File: config.mk
export PLATFORM = sky130hd
export DESIGN_NAME = hazard_ctrl
export DESIGN_NICKNAME = d
export VERILOG_FILES = /design/src/rtl/hazard_ctrl.sv
export SDC_FILE = /design/constraint.sdc
export NUM_CORES = 1
export LEC_CHECK = 0
export BUFFER_PORTS_ARGS = -buffer_cell sky130_fd_sc_hd__buf_2
export CAP_MARGIN = 20
export CELL_PAD_IN_SITES_DETAIL_PLACEMENT = 1
export CELL_PAD_IN_SITES_GLOBAL_PLACEMENT = 1
export CORE_MARGIN = 10
export CORE_UTILIZATION = 39
export DETAILED_ROUTE_END_ITERATION = 6
export PLACE_DENSITY = 0.91
export SETUP_SLACK_MARGIN = 0.4
export SLEW_MARGIN = 15
export SYNTH_ARGS = -nofsm -noshare
export SYNTH_HDL_FRONTEND = slang
export SYNTH_SLANG_ARGS = --single-unit
File: constraint.sdc
create_clock -name clk -period 6.8 [get_ports clk]
set_clock_uncertainty 0.1 [all_clocks]
set_input_delay 0.34 -clock clk [delete_from_list [all_inputs] [get_ports clk]]
set_output_delay 0.34 -clock clk [all_outputs]
set_load 0.01 [all_outputs]
File: src/rtl/hazard_ctrl.sv
// -----------------------------------------------------------------------------
// hazard_ctrl
//
// Pipeline control for the 5-stage RISC-V core. It looks at the hazard-relevant
// fields of the IF/ID, ID/EX and EX/MEM buffers and produces the hold and flush
// controls that gate those registers:
//   - load-use stall (one bubble injected into ID/EX, PC and IF/ID held)
//   - EX-stage redirect (taken branch / jump): IF/ID and ID/EX flushed
//   - data-memory request/acknowledge handshake with timeout; an outstanding
//     access or a timeout error freezes the whole pipeline
//
// Parameters
//   ACK_TIMEOUT  WAIT cycles without dmem_ack before entering ERR (1..65535)
//   CNT_W        width of the saturating stall-cycle counter
//
// Ports
//   clk             core clock, rising-edge
//   reset           synchronous, active-high
//   ifid_instr      IF/ID instruction word (rs1 = [19:15], rs2 = [24:20])
//   idex_memread    ID/EX MemRead
//   idex_rd         ID/EX destination register
//   ex_redirect     branch taken / jump resolved in EX this cycle
//   exmem_memread   EX/MEM MemRead
//   exmem_memwrite  EX/MEM MemWrite
//   dmem_ack        data memory completed the access this cycle
//   dmem_req        data memory request, held until acknowledged
//   pc_en           PC load enable
//   ifid_en         IF/ID load enable
//   ifid_flush      load a NOP into IF/ID
//   idex_en         ID/EX load enable
//   idex_flush      load a bubble into ID/EX
//   exmem_en        EX/MEM load enable
//   memwb_bubble    load a bubble into MEM/WB
//   mem_err         sticky memory timeout flag
//   stall_cycles    saturating count of cycles with pc_en = 0
//
// All hold/flush outputs are combinational from inputs and state so they are
// consumed at the same edge they are produced for.
// -----------------------------------------------------------------------------
module hazard_ctrl #(
   parameter int unsigned ACK_TIMEOUT = 16,
   parameter int unsigned CNT_W       = 16
) (
   input  logic             clk,
   input  logic             reset,
   input  logic [31:0]      ifid_instr,
   input  logic             idex_memread,
   input  logic [4:0]       idex_rd,
   input  logic             ex_redirect,
   input  logic             exmem_memread,
   input  logic             exmem_memwrite,
   input  logic             dmem_ack,
   output logic             dmem_req,
   output logic             pc_en,
   output logic             ifid_en,
   output logic             ifid_flush,
   output logic             idex_en,
   output logic             idex_flush,
   output logic             exmem_en,
   output logic             memwb_bubble,
   output logic             mem_err,
   output logic [CNT_W-1:0] stall_cycles
);

   localparam logic [1:0] ST_IDLE = 2'd0;
   localparam logic [1:0] ST_WAIT = 2'd1;
   localparam logic [1:0] ST_ERR  = 2'd2;

   localparam logic [15:0]      TIMEOUT_VAL = 16'(ACK_TIMEOUT);
   localparam logic [15:0]      WAIT_ONE    = 16'd1;
   localparam logic [CNT_W-1:0] CNT_ONE     = CNT_W'(1);
   localparam logic [CNT_W-1:0] CNT_MAX     = '1;

   logic [1:0]       state_q;
   logic [1:0]       state_d;
   logic [15:0]      wait_cnt_q;
   logic [15:0]      wait_cnt_d;
   logic             mem_err_q;
   logic [CNT_W-1:0] stall_cnt_q;

   logic             mem_op;
   logic             mem_req;
   logic             freeze;
   logic [4:0]       rs1;
   logic [4:0]       rs2;
   logic             load_use;

   // Only the register-specifier fields of the instruction are relevant here.
   logic unused_instr_bits;
   assign unused_instr_bits = ^{ifid_instr[31:25], ifid_instr[14:0]};

   assign mem_op = exmem_memread | exmem_memwrite;
   assign rs1    = ifid_instr[19:15];
   assign rs2    = ifid_instr[24:20];

   // rs1/rs2 are compared regardless of instruction format; an occasional
   // spurious stall is cheaper than decoding the format here.
   assign load_use = idex_memread & (idex_rd != 5'd0) &
                     ((idex_rd == rs1) | (idex_rd == rs2));

   // ---- memory handshake FSM: next state and request/freeze decode ----
   always_comb begin
      state_d    = state_q;
      wait_cnt_d = wait_cnt_q;
      mem_req    = 1'b0;
      freeze     = 1'b0;
      case (state_q)
         ST_IDLE: begin
            if (mem_op) begin
               mem_req = 1'b1;
               // A same-cycle ack is a zero-wait access: no freeze at all.
               if (!dmem_ack) begin
                  freeze     = 1'b1;
                  state_d    = ST_WAIT;
                  wait_cnt_d = WAIT_ONE;
               end
            end
         end
         ST_WAIT: begin
            mem_req = 1'b1;
            if (dmem_ack) begin
               // Pipeline advances on this same edge; the next EX/MEM content
               // is sampled fresh in IDLE.
               state_d = ST_IDLE;
            end else begin
               freeze = 1'b1;
               if (wait_cnt_q == TIMEOUT_VAL) begin
                  state_d = ST_ERR;
               end else begin
                  wait_cnt_d = wait_cnt_q + WAIT_ONE;
               end
            end
         end
         ST_ERR: begin
            // Request dropped; pipeline stays frozen until reset.
            freeze = 1'b1;
         end
         default: begin
            state_d = ST_IDLE;
         end
      endcase
   end

   // ---- pipeline hold / flush decode ----
   // Priority: reset > freeze > redirect > load-use > default.
   always_comb begin
      pc_en        = 1'b1;
      ifid_en      = 1'b1;
      ifid_flush   = 1'b0;
      idex_en      = 1'b1;
      idex_flush   = 1'b0;
      exmem_en     = 1'b1;
      memwb_bubble = 1'b0;
      if (reset) begin
         // keep defaults
      end else if (freeze) begin
         // Redirect/load-use inputs stay valid while EX is held, so they are
         // acted on once the freeze releases.
         pc_en        = 1'b0;
         ifid_en      = 1'b0;
         idex_en      = 1'b0;
         exmem_en     = 1'b0;
         memwb_bubble = 1'b1;
      end else if (ex_redirect) begin
         // PC loads the target; the two younger slots are squashed.
         ifid_flush = 1'b1;
         idex_flush = 1'b1;
      end else if (load_use) begin
         pc_en      = 1'b0;
         ifid_en    = 1'b0;
         idex_flush = 1'b1;
      end
   end

   // Reset drops an outstanding request immediately, abandoning the access.
   assign dmem_req     = mem_req & ~reset;
   assign mem_err      = mem_err_q;
   assign stall_cycles = stall_cnt_q;

   // ---- state registers ----
   always_ff @(posedge clk) begin
      if (reset) begin
         state_q     <= ST_IDLE;
         wait_cnt_q  <= 16'd0;
         mem_err_q   <= 1'b0;
         stall_cnt_q <= '0;
      end else begin
         state_q    <= state_d;
         wait_cnt_q <= wait_cnt_d;
         if (state_d == ST_ERR) begin
            mem_err_q <= 1'b1;
         end
         if (!pc_en && (stall_cnt_q != CNT_MAX)) begin
            stall_cnt_q <= stall_cnt_q + CNT_ONE;
         end
      end
   end

endmodule

# Word-level counts from Yosys, hierarchy flattened
# Cells that the tools add are included.
[classes]
add_sub_neg = 2
mul = 0
n_div = 0
magnitude_cmp = 0
n_eq_ne = 11
n_shift = 0
n_mux = 30
bitwise_logic = 6
reduce_logical = 6
[ops]
columns = ["op", "count"]
rows = [
  ["16-bit 2-to-1 mux", 4],
  ["16-bit by 1-bit adder with 16-bit output, second input constant", 2],
  ["16-bit one-hot mux with 2 select lines", 1],
  ["1-bit 2-to-1 mux", 18],
  ["16-bit by 5-bit == test with 1-bit output, second input constant", 1],
  ["16-bit inequality test, second input constant", 1],
  ["5-bit == test", 2],
  ["2-bit 2-to-1 mux", 4],
  ["2-bit inequality test, second input constant", 4],
  ["2-bit one-hot mux with 3 select lines", 1],
  ["5-bit AND reduction", 1],
  ["5-bit nonzero test", 1],
  ["2-bit == test, second input constant", 2],
  ["1-bit bitwise AND", 3],
  ["1-bit one-hot mux with 3 select lines", 1],
  ["2-bit by 1-bit == test with 1-bit output, second input constant", 1],
  ["2-bit zero test", 1],
  ["1-bit bitwise OR", 2],
  ["1-bit one-hot mux with 2 select lines", 1],
  ["2-bit nonzero test", 1],
  ["1-bit logical AND", 1],
  ["1-bit zero test", 1],
  ["1-bit inverter", 1],
]
[word_totals]
regBits = 35
latchBits = 0
mem_bits_rw = 0
romBits = 0
output_inout_bits = 25
mem_count = 0

# Longest topological paths before layout
[logic_depth]
ltp_word = 9
ltp_mapped = 9
ltp_nobuf = 8

# Worst setup path after synthesis
# OpenSTA, ideal clock, no wires.
[synth_path]
kind = "reg2reg"
startpoint = "register wait_cnt_q[0]"
endpoint = "register wait_cnt_q[4]"
arrival_time_ns = 1.898
path_slack_ns = 4.674
stages_incl_launch_ff = 10
path_cell_list = "dfxtp_1 > inv_1 > ha_1 > nor4b_1 > nand4_1 > a31oi_1 > clkbuf_1 > nand4b_1 > xor2_1 > nor2_1"
[synth_via]
elab_chain_len = 4
word_cells_on_any_way = 7
[synth_rtl]
columns = ["element", "line_no", "rtl"]
rows = [
  ["start, declared", "76", "logic [15:0] wait_cnt_q;"],
  ["start signal, assigned", "189", "wait_cnt_q <= wait_cnt_d;"],
  ["16-bit by 1-bit adder with 16-bit output", "130", "wait_cnt_d = wait_cnt_q + WAIT_ONE;"],
  ["16-bit 2-to-1 mux", "127", "if (wait_cnt_q == TIMEOUT_VAL) begin"],
  ["16-bit 2-to-1 mux", "121", "if (dmem_ack) begin"],
  ["16-bit one-hot mux with 2 select lines", "107", "case (state_q)"],
]
# Several ways; a longest one is shown, not always the timed one. The select of a mux whose other input is x is not followed.
# A chain may end at the register's enable or synchronous reset.

# Final worst setup path
[layout_path]
startpoint = "register wait_cnt_q[0]"
endpoint = "register wait_cnt_q[8]"
# The elaborated chain is that of the path after synthesis.

==> flow_metrics.py <==
metrics = {
    "sta": {
        "tightest_slew_ns": 0.821,
        "layout_worst_path_cycle_share": 0.377,
        "hold_viol": 0,
        "slew_headroom": 0.450,
        "rsz0062_at_grt": "false",
        "fin_crit_ns": 2.56,
        "max_freq_mhz": 391,
        "finalSetupTns_ns": 0,
        "holdWs_ns": 0.359,
        "finalMaxSlewViolations": 0,
        "finalSetupViolations": 0,
    },
    "clock_network": {
        "clock_latency_ns": 0.28,
        "cts_buffers": 5,
        "postCtsResizedCells": 0,
        "hold_buffers": 0,
        "clkSinkCount": 35,
        "clockBufferDepth": 2,
        "post_cts_buffers": 0,
        "cts_tree": "built",
        "cts_root_buf": "clkbuf_8",
        "clk_pin_slew_ns": 0.07,
        "h-tree-depth": 2,
    },
    "finish": {
        "area_growth_pct": 17.3,
        "diodes": 0,
        "drive_above_1_share": 0.234,
        "layout.cells.non_filler": 341,
        "nets": 321,
    },
    "routing": {
        "drt-vias-per-instance": 5.66,
        "first_iter_violations": 94,
        "detail-route-antenna-nets": 0,
        "first_pass_iters": 4,
        "drt_wl_total_um": 5720,
        "via_count": 1929,
        "remaining_drc_errors": 0,
        "wl_per_cell_um": 16.8,
    },
    "floorplan": {
        "start_util": 0.410,
        "rows": 25,
        "die_h_um": 91.2,
        "dieArea_um2": 8310,
        "ios": 69,
        "fp.coreArea_um2": 4820,
        "die_w_um": 91.2,
    },
    "critical_path": {
        "r2r_setup_slack_ns": 4.24,
        "slowest_stage": "a31oi_1",
        "reg2reg_to": "wait_cnt_q[8]$_SDFFE_PP0P_",
        "crit_required_ns": 6.87,
        "cp_cell_sequence": "inv_1 > ha_1 > nor4b_1 > nand4_1 > a31oi_1 > buf_4 > nand4bb_1 > xor2_1 > nor2_1",
        "cp_max_fo": 9,
        "reg2reg_from": "wait_cnt_q[0]$_SDFFE_PP0P_",
        "cp-start-kind": "flip-flop",
        "rr_worst_depth": 9,
        "worstSetupEndpointType": "flip-flop",
        "critPathKind": "flip-flop to flip-flop",
        "cpPeakStageDelay_ns": 0.65,
        "arrival_ns": 2.63,
        "crit_path_start": "wait_cnt_q[0]$_SDFFE_PP0P_",
    },
    "yosys": {
        "synth_area_leader_cell": "dfxtp_1",
        "ys_top_cells_by_count": "35 x dfxtp_1, 25 x nor2_1, 18 x nand2_1, 14 x xor2_1, 12 x nand3_1",
        "synth.most_common_cell": "dfxtp_1",
        "synth_seq_cells": 35,
        "syn_nets": 280,
        "syn_area_per_cell_um2": 8.47,
        "synth_area_um2": 1970,
        "synthTopCellsByArea": "dfxtp_1 35%, xor2_1 6.2%, nor2_1 4.8%",
        "synth_flop_cell": "dfxtp_1",
        "ys_async_sr_fraction": 0,
        "syn_inst": 233,
        "synth-edff-count": 0,
        "synth_top_area_share": 0.355,
        "synth.distinct_cells": 48,
        "ys_warn_count": 0,
        "synth-seq-area-share": 0.355,
    },
    "power_and_ir_drop": {
        "p_leak_nw": 0.924,
        "powerDensity_nw_per_um2": 176,
        "peakVddDrop_mv": 0.0909,
    },
    "place": {
        "gp_congestion": 0.783,
        "dpl.hpwl_um": 4290,
        "port_buffers": 46,
        "place_inst": 334,
    },
    "hold_path": {
        "holdCritStartpoint": "reset",
        "hold_path_end": "state_q[0]$_SDFF_PP0_",
        "hold_path.class": "input port to flip-flop",
        "whs_path_depth": 2,
    },
    "global_route": {
        "grt_util_all_layers": 0.136,
        "grt_pass1_vias": 2003,
        "grt_antenna_before_repair": 0,
        "gr-total-overflow": 0,
        "grt_max_degree": 28,
        "grt_pass1_wl_um": 9530,
    },
    "outcome": {
        "outcome": "finished clean",
    },
    "job": {
        "maxCapViolCount": 0,
    },
}
## routing by layer
layer  part of all wire  wire length [um]  GRT usage
met1               0.42              2420      0.143
met2               0.50              2870      0.246
met3              0.054               308     0.0420
met4              0.021               123     0.0535
met5                  0                 0          0
## kinds of logic (layout without fill, tap and decap cells)
group	after synthesis	in the layout	share of synthesized area
AOI/OAI and AO/OA	34	34	0.130
xor gates and xnor gates	23	23	0.102
adders and majority gates	3	3	0.0190
buffers and inverters	20	61	0.0513
DFF	35	35	0.355
muxes	4	4	0.0203
and+or+nand+nor	114	114	0.323
## sequential cells by signal, indices dropped and copies added, names as in the netlist
register      cells
mem_err           1
wait_cnt_q       16
stall_cycles     16
state_q           2
## where the power goes
part,leakage [nW],internal (mW),switching [mW]
Sequential,0.282,0.207,0.00220
Clock,0.0470,0.0795,0.0737
Combinational,0.594,0.0174,0.0279
Total,0.924,0.304,0.104
## worst max path at each step
| stage | depth (start not counted) | to |
|---|---|---|
| after CTS | 9 | wait_cnt_q[8]$_SDFFE_PP0P_ |
| after global routing | 9 | wait_cnt_q[8]$_SDFFE_PP0P_ |
| after detailed placement | 8 | stall_cycles[10]$_SDFFE_PP0P_ |
| after global placement | 6 | stall_cycles[3]$_SDFFE_PP0P_ |
| after floorplan | 9 | wait_cnt_q[4]$_SDFFE_PP0P_ |
| final | 9 | wait_cnt_q[8]$_SDFFE_PP0P_ |
## final cells by class
class                      count  area [um^2]
clock buffer                   6         82.6
multi-input combinational    178         1170
clock inverter                 1         5.00
tap                           67         83.8
fill                         624         2500
timing repair buffer          48          249
inverter                       6         22.5
sequential                    35          701
## critical path, delay by kind of cell, from the launching register on
| family | cells | cell delay (ns) |
|---|---|---|
| compound gates | 1 | 0.65 |
| xor+xnor | 1 | 0.17 |
| fa+ha+maj | 1 | 0.15 |
| buf+inv | 2 | 0.38 |
| flops | 1 | 0.34 |
| simple gates | 4 | 0.66 |
## per-stage QoR
step / util / power (mW) / setup slack [ns] / instance area (um^2)
2_1_floorplan: - / 0.242 / 4.67 / 1970
6_report: 0.481 / 0.407 / 4.24 / 2320
3_3_place_gp: 0.460 / 0.257 / 4.13 / 2220
3_5_place_dp: 0.463 / 0.259 / 4.16 / 2230
4_1_cts: 0.481 / 0.412 / 4.24 / 2320
5_1_grt: 0.481 / 0.426 / 3.98 / 2320
## cells in the final DEF, fill, tap and decap left out, types with 4 or more instances in the layout
cell	instances
clkbuf_8	6
nor4_1	8
xnor2_1	9
buf_2	46
or4_1	9
and3_1	7
nand2_1	18
o31ai_1	6
xor2_1	14
dfxtp_1	35
inv_1	4
nand4_1	7
nor3_1	6
a21oi_1	10
nor2_1	25
mux2i_1	4
nand3_1	12
(Power assumes the default switching activity.)
